$ cat src/rtl/uart_arb_pkg.sv
`default_nettype none
// +----------------------------------------------------------------------------+
// | Module      : uart_arb_pkg                                                 |
// | Description : Shared types and constants for the UART transmit arbiter:    |
// |               FSM state encoding, gap-counter width and a helper that      |
// |               turns the inter-byte delay into the counter's final value.   |
// | Ports       : none (package)                                               |
// | Revision    : 1.0 - initial release                                        |
// +----------------------------------------------------------------------------+
package uart_arb_pkg;

   // Width of the gap / wait counter.
   localparam int unsigned C_GAP_CNT_W = 32;

   typedef enum logic [2:0] {
      ST_IDLE    = 3'd0,
      ST_CAPTURE = 3'd1,
      ST_SEND_LO = 3'd2,
      ST_WAIT_LO = 3'd3,
      ST_GAP_LO  = 3'd4,
      ST_SEND_HI = 3'd5,
      ST_WAIT_HI = 3'd6,
      ST_GAP_HI  = 3'd7
   } arb_state_e;

   // Counter value on the last cycle of a gap state. The counter starts at
   // zero on entry, so a delay of N ends at N-1. A delay of 0 still occupies
   // the gap state for one cycle, which is the same as a delay of 1.
   function automatic logic [C_GAP_CNT_W-1:0] gap_last(
      input logic [C_GAP_CNT_W-1:0] delay
   );
      if (delay == '0) begin
         return '0;
      end
      return delay - C_GAP_CNT_W'(1);
   endfunction

endpackage
`default_nettype wire

$ cat src/rtl/rr_picker.sv
`default_nettype none
// +----------------------------------------------------------------------------+
// | Module      : rr_picker                                                    |
// | Description : Combinational round-robin selector. Searches the request     |
// |               vector starting one past the last served index, wrapping     |
// |               modulo NUM_REQ, and returns the first active requester.      |
// | Ports       : req      [NUM_REQ-1:0] in  - request levels                  |
// |               last_idx [IDX_W-1:0]   in  - index served most recently      |
// |               valid                  out - at least one request is active  |
// |               winner   [IDX_W-1:0]   out - selected requester index        |
// | Revision    : 1.0 - initial release                                        |
// +----------------------------------------------------------------------------+
module rr_picker #(
   parameter  int unsigned NUM_REQ = 4,
   localparam int unsigned IDX_W   = $clog2(NUM_REQ)
) (
   input  logic [NUM_REQ-1:0] req,
   input  logic [IDX_W-1:0]   last_idx,
   output logic               valid,
   output logic [IDX_W-1:0]   winner
);

   // Walk offsets 1..NUM_REQ from last_idx; the first hit wins. Offset
   // NUM_REQ brings the search back to last_idx itself, so a lone requester
   // that was served last time can be served again.
   always_comb begin
      logic [IDX_W-1:0] cand;
      cand   = '0;
      valid  = 1'b0;
      winner = '0;
      for (int unsigned off = 1; off <= NUM_REQ; off++) begin
         cand = IDX_W'((32'(last_idx) + off) % NUM_REQ);
         if (!valid && req[cand]) begin
            valid  = 1'b1;
            winner = cand;
         end
      end
   end

endmodule
`default_nettype wire

$ cat src/rtl/uart_tx_arbiter.sv
`default_nettype none
// +----------------------------------------------------------------------------+
// | Module      : uart_tx_arbiter                                              |
// | Description : Round-robin arbiter that lets NUM_REQ requesters share one   |
// |               UART byte transmitter. A winner's payload is captured, then  |
// |               one or two bytes are started on the UART, each followed by   |
// |               INTER_BYTE_DELAY idle cycles.                                |
// | Ports       : clk                         in  - rising-edge clock          |
// |               rst_n                       in  - async active-low reset     |
// |               req     [NUM_REQ-1:0]       in  - request levels             |
// |               send16  [NUM_REQ-1:0]       in  - 1: two bytes, 0: low byte  |
// |               data_in [NUM_REQ-1:0][15:0] in  - per-requester payload      |
// |               ack     [NUM_REQ-1:0]       out - one-hot capture pulse      |
// |               tx_data [7:0]               out - byte for the UART driver   |
// |               tx_start                    out - one-cycle byte start       |
// |               tx_busy                     in  - UART driver transmitting   |
// |               busy                        out - transaction in progress    |
// |               grant_id [IDX_W-1:0]        out - current/last served index  |
// | Revision    : 1.0 - initial release                                        |
// +----------------------------------------------------------------------------+
module uart_tx_arbiter
   import uart_arb_pkg::*;
#(
   parameter  int unsigned NUM_REQ          = 4,
   parameter  int unsigned INTER_BYTE_DELAY = 1000000,
   localparam int unsigned IDX_W            = $clog2(NUM_REQ)
) (
   input  logic                     clk,
   input  logic                     rst_n,
   input  logic [NUM_REQ-1:0]       req,
   input  logic [NUM_REQ-1:0]       send16,
   input  logic [NUM_REQ-1:0][15:0] data_in,
   output logic [NUM_REQ-1:0]       ack,
   output logic [7:0]               tx_data,
   output logic                     tx_start,
   input  logic                     tx_busy,
   output logic                     busy,
   output logic [IDX_W-1:0]         grant_id
);

   localparam logic [C_GAP_CNT_W-1:0] C_GAP_LAST  = gap_last(INTER_BYTE_DELAY);
   // Resetting to the top index makes requester 0 the first candidate.
   localparam logic [IDX_W-1:0]       C_GRANT_RST = IDX_W'(NUM_REQ - 1);

   arb_state_e             state_q, state_d;
   logic [IDX_W-1:0]       win_q,   win_d;
   logic [IDX_W-1:0]       grant_q, grant_d;
   logic [15:0]            data_q,  data_d;
   logic                   s16_q,   s16_d;
   logic [C_GAP_CNT_W-1:0] cnt_q,   cnt_d;

   logic                   pick_valid;
   logic [IDX_W-1:0]       pick_idx;
   logic                   wait_done;
   logic                   gap_done;

   rr_picker #(
      .NUM_REQ (NUM_REQ)
   ) u_picker (
      .req      (req),
      .last_idx (grant_q),
      .valid    (pick_valid),
      .winner   (pick_idx)
   );

   // The first WAIT cycle ignores tx_busy: the driver may not have raised it
   // yet in response to tx_start. A non-zero counter marks that cycle as done.
   assign wait_done = (cnt_q != '0) && !tx_busy;
   assign gap_done  = (cnt_q == C_GAP_LAST);

   // ------------------------------------------------------------------------
   // Next-state logic
   // ------------------------------------------------------------------------
   always_comb begin
      state_d = state_q;
      win_d   = win_q;
      grant_d = grant_q;
      data_d  = data_q;
      s16_d   = s16_q;

      unique case (state_q)
         ST_IDLE: begin
            if (pick_valid) begin
               win_d   = pick_idx;
               state_d = ST_CAPTURE;
            end
         end
         ST_CAPTURE: begin
            // Payload is frozen here; later changes to data_in/req are ignored.
            data_d  = data_in[win_q];
            s16_d   = send16[win_q];
            grant_d = win_q;
            state_d = ST_SEND_LO;
         end
         ST_SEND_LO: begin
            state_d = ST_WAIT_LO;
         end
         ST_WAIT_LO: begin
            if (wait_done) begin
               state_d = ST_GAP_LO;
            end
         end
         ST_GAP_LO: begin
            if (gap_done) begin
               state_d = s16_q ? ST_SEND_HI : ST_IDLE;
            end
         end
         ST_SEND_HI: begin
            state_d = ST_WAIT_HI;
         end
         ST_WAIT_HI: begin
            if (wait_done) begin
               state_d = ST_GAP_HI;
            end
         end
         ST_GAP_HI: begin
            if (gap_done) begin
               state_d = ST_IDLE;
            end
         end
         default: begin
            state_d = ST_IDLE;
         end
      endcase
   end

   // ------------------------------------------------------------------------
   // Counter: cleared on every state change. In WAIT it only has to record
   // that the first cycle has passed, so it parks at 1 and cannot wrap back
   // to zero however long tx_busy stays high. In GAP it counts cycles.
   // ------------------------------------------------------------------------
   always_comb begin
      cnt_d = '0;
      if (state_d == state_q) begin
         unique case (state_q)
            ST_WAIT_LO, ST_WAIT_HI: cnt_d = C_GAP_CNT_W'(1);
            ST_GAP_LO,  ST_GAP_HI:  cnt_d = cnt_q + C_GAP_CNT_W'(1);
            default:                cnt_d = '0;
         endcase
      end
   end

   // ------------------------------------------------------------------------
   // State and data registers
   // ------------------------------------------------------------------------
   always_ff @(posedge clk or negedge rst_n) begin
      if (!rst_n) begin
         state_q <= ST_IDLE;
         win_q   <= '0;
         grant_q <= C_GRANT_RST;
         data_q  <= '0;
         s16_q   <= 1'b0;
         cnt_q   <= '0;
      end else begin
         state_q <= state_d;
         win_q   <= win_d;
         grant_q <= grant_d;
         data_q  <= data_d;
         s16_q   <= s16_d;
         cnt_q   <= cnt_d;
      end
   end

   // ------------------------------------------------------------------------
   // Outputs decode purely from registered state, so reset forces them to
   // their idle values without waiting for a clock edge.
   // ------------------------------------------------------------------------
   always_comb begin
      ack      = '0;
      tx_start = 1'b0;
      tx_data  = '0;
      unique case (state_q)
         ST_CAPTURE: begin
            ack[win_q] = 1'b1;
         end
         ST_SEND_LO: begin
            tx_start = 1'b1;
            tx_data  = data_q[7:0];
         end
         ST_WAIT_LO, ST_GAP_LO: begin
            tx_data = data_q[7:0];
         end
         ST_SEND_HI: begin
            tx_start = 1'b1;
            tx_data  = data_q[15:8];
         end
         ST_WAIT_HI, ST_GAP_HI: begin
            tx_data = data_q[15:8];
         end
         default: begin
            tx_data = '0;
         end
      endcase
   end

   assign busy     = (state_q != ST_IDLE);
   assign grant_id = grant_q;

endmodule
`default_nettype wire

$ cat config.mk
export PLATFORM = sky130hd
export DESIGN_NAME = uart_tx_arbiter
export DESIGN_NICKNAME = d
export VERILOG_FILES = /design/src/rtl/uart_arb_pkg.sv /design/src/rtl/rr_picker.sv /design/src/rtl/uart_tx_arbiter.sv
export SDC_FILE = /design/constraint.sdc
export NUM_CORES = 1
export LEC_CHECK = 0
export BUFFER_PORTS_ARGS = -buffer_cell sky130_fd_sc_hd__buf_2
export CORE_UTILIZATION = 48
export DETAILED_ROUTE_END_ITERATION = 12
export HOLD_SLACK_MARGIN = 0.06
export PLACE_DENSITY = 0.74
export RECOVER_POWER = 100
export SYNTH_ARGS = -nofsm -noshare
export SYNTH_HDL_FRONTEND = slang
export SYNTH_SLANG_ARGS = --single-unit
$ cat constraint.sdc
create_clock -name clk -period 2.3 [get_ports clk]
set_clock_uncertainty 0.05 [all_clocks]
set_input_delay 0.23 -clock clk [delete_from_list [all_inputs] [get_ports clk]]
set_output_delay 0.23 -clock clk [all_outputs]
set_load 0.1 [all_outputs]
* After elaboration in Yosys (flattened, before gate mapping)
Index checks and enable logic that the tools add are counted.
** Storage, ports and cells
- Bits in registers :: 56
- Input bits :: 75
- Output and inout bits :: 16
** Cells by class
- Add/sub/neg operators :: 5
- Magnitude comparators :: 6
- Equality and inequality tests :: 9
- Muxes and demuxes :: 34
- Reduce and logical (&&, ||, !) cells :: 18
** Operator list (number)
- $pmux W32 S2 :: 1
- $add A32 B1 Y32 const B :: 1
- $bmux W16 S2 :: 1
- $eq A32 B20 Y1 const B :: 1
- $mux W32 :: 1
- $reduce_bool A32 Y1 :: 1
- $pmux W3 S8 :: 1
- $mux W3 :: 6
- $mux W16 :: 1
- $pmux W8 S2 :: 1
- $lt A2 B3 Y1 const B :: 5
- $eq A3 B3 Y1 const B :: 4
- $mux W1 :: 11
- $bmux W1 S2 :: 5
- $mux W2 :: 4
- $eq A3 B2 Y1 const B :: 2
- $reduce_or A2 Y1 :: 3
- $reduce_or A3 Y1 :: 2
- $logic_and A1 B1 Y1 :: 5
- $add A2 B1 Y2 const B :: 2
- $add A2 B2 Y2 const B :: 2
- $logic_not A1 Y1 :: 4
- $mux W4 :: 1
- $eq A3 B1 Y1 const B :: 1
- other kinds (6) :: 6

* Longest topological paths before layout
- Word-level depth :: 17
- Depth in mapped cells :: 9
- Gate-level depth less buffers :: 8

* By module
From an unflattened synthesis, not the netlist that was laid out.
** Unflattened totals
- Cells, all modules :: 349
- Area, all modules :: 3557.2 µm²
** By module, submodules not included
- uart_tx_arbiter :: instances 1, cells an instance 335, area each 3465.8 µm², sequential area each 1403.8 µm²
- rr_picker :: instances 1, cells an instance 14, area each 91.3 µm², sequential area each 0.0 µm²

* Worst setup path before layout
No wires, ideal clock.
- Kind :: reg-to-output
- From :: register state_q[2]
- To :: output ack[2]
- Data arrival time :: 4051 ps
- Path slack :: -2031 ps
- Stages on the path, launching flop included :: 4
- Buffers on the path :: 2
- Path through :: dfrtp_1 clkbuf_1 clkbuf_1 nor4b_1
** Between the ends
- Word-level cells in the longest chain between the ends :: 2
** Ends and longest elaborated chain
- start: declaration :: line uart_tx_arbiter.sv:45 : arb_state_e state_q, state_d;
- start signal: assignment :: line uart_tx_arbiter.sv:155 : state_q <= state_d;
- $eq A3 B1 Y1 :: line uart_tx_arbiter.sv:172 : unique case (state_q)
- $mux W4 :: line uart_tx_arbiter.sv:172
- end: declaration :: line uart_tx_arbiter.sv:33 : output logic [NUM_REQ-1:0] ack,
No other way between the ends.

* Worst setup path after layout
- From :: register cnt_q[2]
- To :: register cnt_q[18]
** Between the ends
- Word-level cells in the longest chain between the ends :: 6
** Ends and longest elaborated chain
- start: declaration :: line uart_tx_arbiter.sv:50 : logic [C_GAP_CNT_W-1:0] cnt_q, cnt_d;
- start signal: assignment :: line uart_tx_arbiter.sv:160 : cnt_q <= cnt_d;
- branches (longest 5 deep; another with $add A32 B1 Y32)
- $mux W32 (*) :: line uart_tx_arbiter.sv:134 : if (state_d == state_q) begin
- via cnt_d[18] :: line uart_tx_arbiter.sv:50
Mark *: on every way through the listed nets, which the timed path passes.
A chain may end at the register's enable or synchronous reset.

==> metrics.cfg <==
[final_layout]
antenna_cells = 0
syn2layout_area_growth_pct = 35.4
num-nets-final = 526
drive_above_1_share = 0.444
stdcell_count = 546

[clock_network]
cts_tree = yes
insertion_delay_ps = 310
cts_max_level = 2
clk_pin_slew_ps = 100
root_buffer = clkbuf_8
numClockSinks = 56
cts_inserted_buffers = 5
cts_buffer_depth = 2

[route]
drtPass1Iterations = 4
viasPerCell = 5.68
post_drt_wl_per_cell_um = 15.6
drt_iter0_drc = 128
ant_nets = 0
wirelength_mm = 8.54
drc = 0
vias = 3102

[placement]
pre_cts_ws_ps = 47.4
placed_cells = 533
place.gp.congestion = 0.967
io_buffers = 90
hpwl_mm = 6.46

[synthesis]
synth_edf_count = 0
yosysUniqueCellTypes = 45
synth_area_leaders = dfrtp_1 (39%), mux4_2 (11%), mux2_2 (5.5%)
syn_nets = 412
syn-cell-area_sq_mm = 0.00350
async_flop_share = 1.00
ys_seq_area_frac = 0.401
synth_warnings = 0
avgSynthCellArea_sq_um = 10.4
synth_top_area_cell = dfrtp_1
synth_top_area_frac = 0.386
synth-seq-cells = 56
synth_ff_type = dfrtp_1
syn_inst = 335

[sta]
tightest_slew_ps = 1610
slew_headroom = -0.0724
maxSlewViolCount = 28
fin_crit_sh = 0.962
clock.fmax_mhz = 452
fin_crit_ps = 2210
setup_slack_ps = 86.9
timing.hold.ws_ps = 242
finalSetupViolCount = 0
hold_viol = 0
rsz0062_at_grt = yes

[setup_path]
ff2ff_setup_slack_ps = 90
timing.rr.end = cnt_q[18]$_DFF_PN0_
cp.arrival_ps = 2410
start_kind = register
r2r-start = cnt_q[2]$_DFF_PN0_
cp_slowest_cell = dfrtp_1
worst_ep_required_time_ps = 2490
rr_worst_depth = 7
cp_max_fo = 6
criticalPathCategory = register to register
crit_chain = nor4_2 -> nand4_1 -> o21ai_2 -> o311ai_4 -> a221o_1 -> buf_4 -> nor3_2
crit_path_end_kind = register
cpPeakStageDelay_ps = 470

[power]
finalPower_mw = 6.24
power-per-cell-area_mw_per_mm2 = 1320
ir_drop_mv = 1.30
power.leakage_nw = 2.01

[grt]
grt_pass1_vias = 3030
grt_overflow_total = 0
antenna_found_initial = 0
track_usage = 0.240
grt_pass1_wl_mm = 14.1
grt_max_degree = 30

[die]
io_pins = 91
core-area_sq_mm = 0.00691
die_area_sq_mm = 0.00764
die_y_um = 87.4
die_w_um = 87.4
std_cell_rows = 30
start_util = 0.507

[worst_hold_path]
min_from = tx_busy
hp-class = primary input to register
hold_end = state_q[0]$_DFF_PN0_
worstHoldPathCells = 3

[run_status]
violations = capacitance limit, slew limit
status = complete, but fails checks

[run]
max_cap_viol_count = 1

## critical path: cells and delay by family, from the launching register on
| family | cells | cell delay, ps |
|---|---|---|
| AOI/OAI and AO/OA | 3 | 690 |
| buffers and inverters | 1 | 180 |
| DFF | 1 | 470 |
| and+or+nand+nor | 3 | 760 |
## logic make-up (layout without fill, tap and decap cells)
| family | count (synthesis) | in the layout | synth area share |
|---|---|---|---|
| and+or+nand+nor | 123 | 123 | 0.205 |
| AOI/OAI and AO/OA | 59 | 59 | 0.105 |
| DFF | 56 | 56 | 0.401 |
| muxes | 44 | 44 | 0.193 |
| buffers and inverters | 30 | 145 | 0.0368 |
| xor gates and xnor gates | 21 | 21 | 0.0526 |
| adders and majority gates | 2 | 2 | 0.00715 |
## per-layer routing
layer | vias up | track usage | part of all wire
met5 | - | 0 | 0
met4 | 0 | 0.0566 | 0.0095
met3 | 7 | 0.0379 | 0.043
met2 | 83 | 0.429 | 0.53
met1 | 1529 | 0.305 | 0.42
li1 | 1483 | - | -
## timing repair
| action | 4_1_cts | 5_1_grt |
|---|---|---|
| endpoints found under the hold margin | 26 | 0 |
| setup buffers | 0 | 4 |
| gates resized for setup | 0 | 11 |
| setup endpoints to repair | 0 | 11 |
| hold buffers | 1 | 0 |
## sequential cells by signal, summed over array words and instances (netlist names)
name and flops:
cnt_q 32, data_q 16, state_q 3, grant_id 2
win_q 2, s16_q 1
## power by group
group          total [mW]  internal, mW  switching, mW
clock network       0.649         0.323          0.327
registers            1.50          1.22          0.274
logic                4.10          1.64           2.45
total                6.24          3.19           3.05
## cell usage after synthesis, types with 8 or more instances
| cell type | instances |
|---|---|
| mux2_2 | 17 |
| nor3_2 | 10 |
| a22oi_1 | 8 |
| clkbuf_1 | 13 |
| or3_1 | 8 |
| inv_1 | 11 |
| nand3_1 | 20 |
| a21oi_1 | 12 |
| o21ai_0 | 16 |
| o22ai_1 | 11 |
| nand4_1 | 9 |
| nand2_1 | 16 |
| mux2i_1 | 10 |
| mux4_2 | 17 |
| xor2_1 | 14 |
| nor2_1 | 33 |
| dfrtp_1 | 54 |
## how the worst max path moves through the flow
stage | cells past startpoint | slack, ps | endpoint | start
global route | 8 | -60 | cnt_q[16]$_DFF_PN0_ | cnt_q[28]$_DFF_PN0_
floorplan | 5 | -460 | tx_data[2] | state_q[0]$_DFF_PN0_
detailed placement | 7 | 50 | cnt_q[0]$_DFF_PN0_ | cnt_q[15]$_DFF_PN0_
CTS | 7 | 20 | cnt_q[0]$_DFF_PN0_ | cnt_q[2]$_DFF_PN0_
global placement | 7 | 130 | cnt_q[0]$_DFF_PN0_ | cnt_q[15]$_DFF_PN0_
finish | 7 | 90 | cnt_q[18]$_DFF_PN0_ | cnt_q[2]$_DFF_PN0_
## layout make-up
cell class                 count  area, sq um
inverter                      11         41.3
timing repair buffer         126          931
clock buffer                   5         68.8
tap                           96          120
sequential                    56         1400
multi-input combinational    249         2130
clock inverter                 3         42.5
fill                         553         2170
## stage by stage
stage / area (sq um) / util / setup TNS [ps]
floorplan: 3590 / - / -1410
global placement: 4540 / 0.657 / 0
detailed placement: 4540 / 0.657 / 0
CTS: 4660 / 0.675 / 0
global route: 4740 / 0.686 / -410
finish: 4740 / 0.686 / 0
## cell usage in the layout (no fill, tap or decap), types with 5 or more instances in the layout
cell type  netlist  final
buf_4            0     29
clkbuf_8         0      5
xor2_1          14     14
nand2_1         16     16
buf_12           0     15
buf_2            1     73
o22ai_2          0      5
a22oi_1          8      8
nor4_4           1      5
o22ai_1         11      5
inv_1           11     11
or3_1            8      8
mux2i_1         10      9
mux2_2          17     17
xnor2_1          7      7
nor3_2          10     10
nand4_1          9      9
mux4_2          17     17
dfrtp_1         54     54
nor2_1          33     32
o21ai_0         16     16
a21oi_1         12     12
nand3_1         20     20
Note: power is estimated with default switching activity, not from simulation.
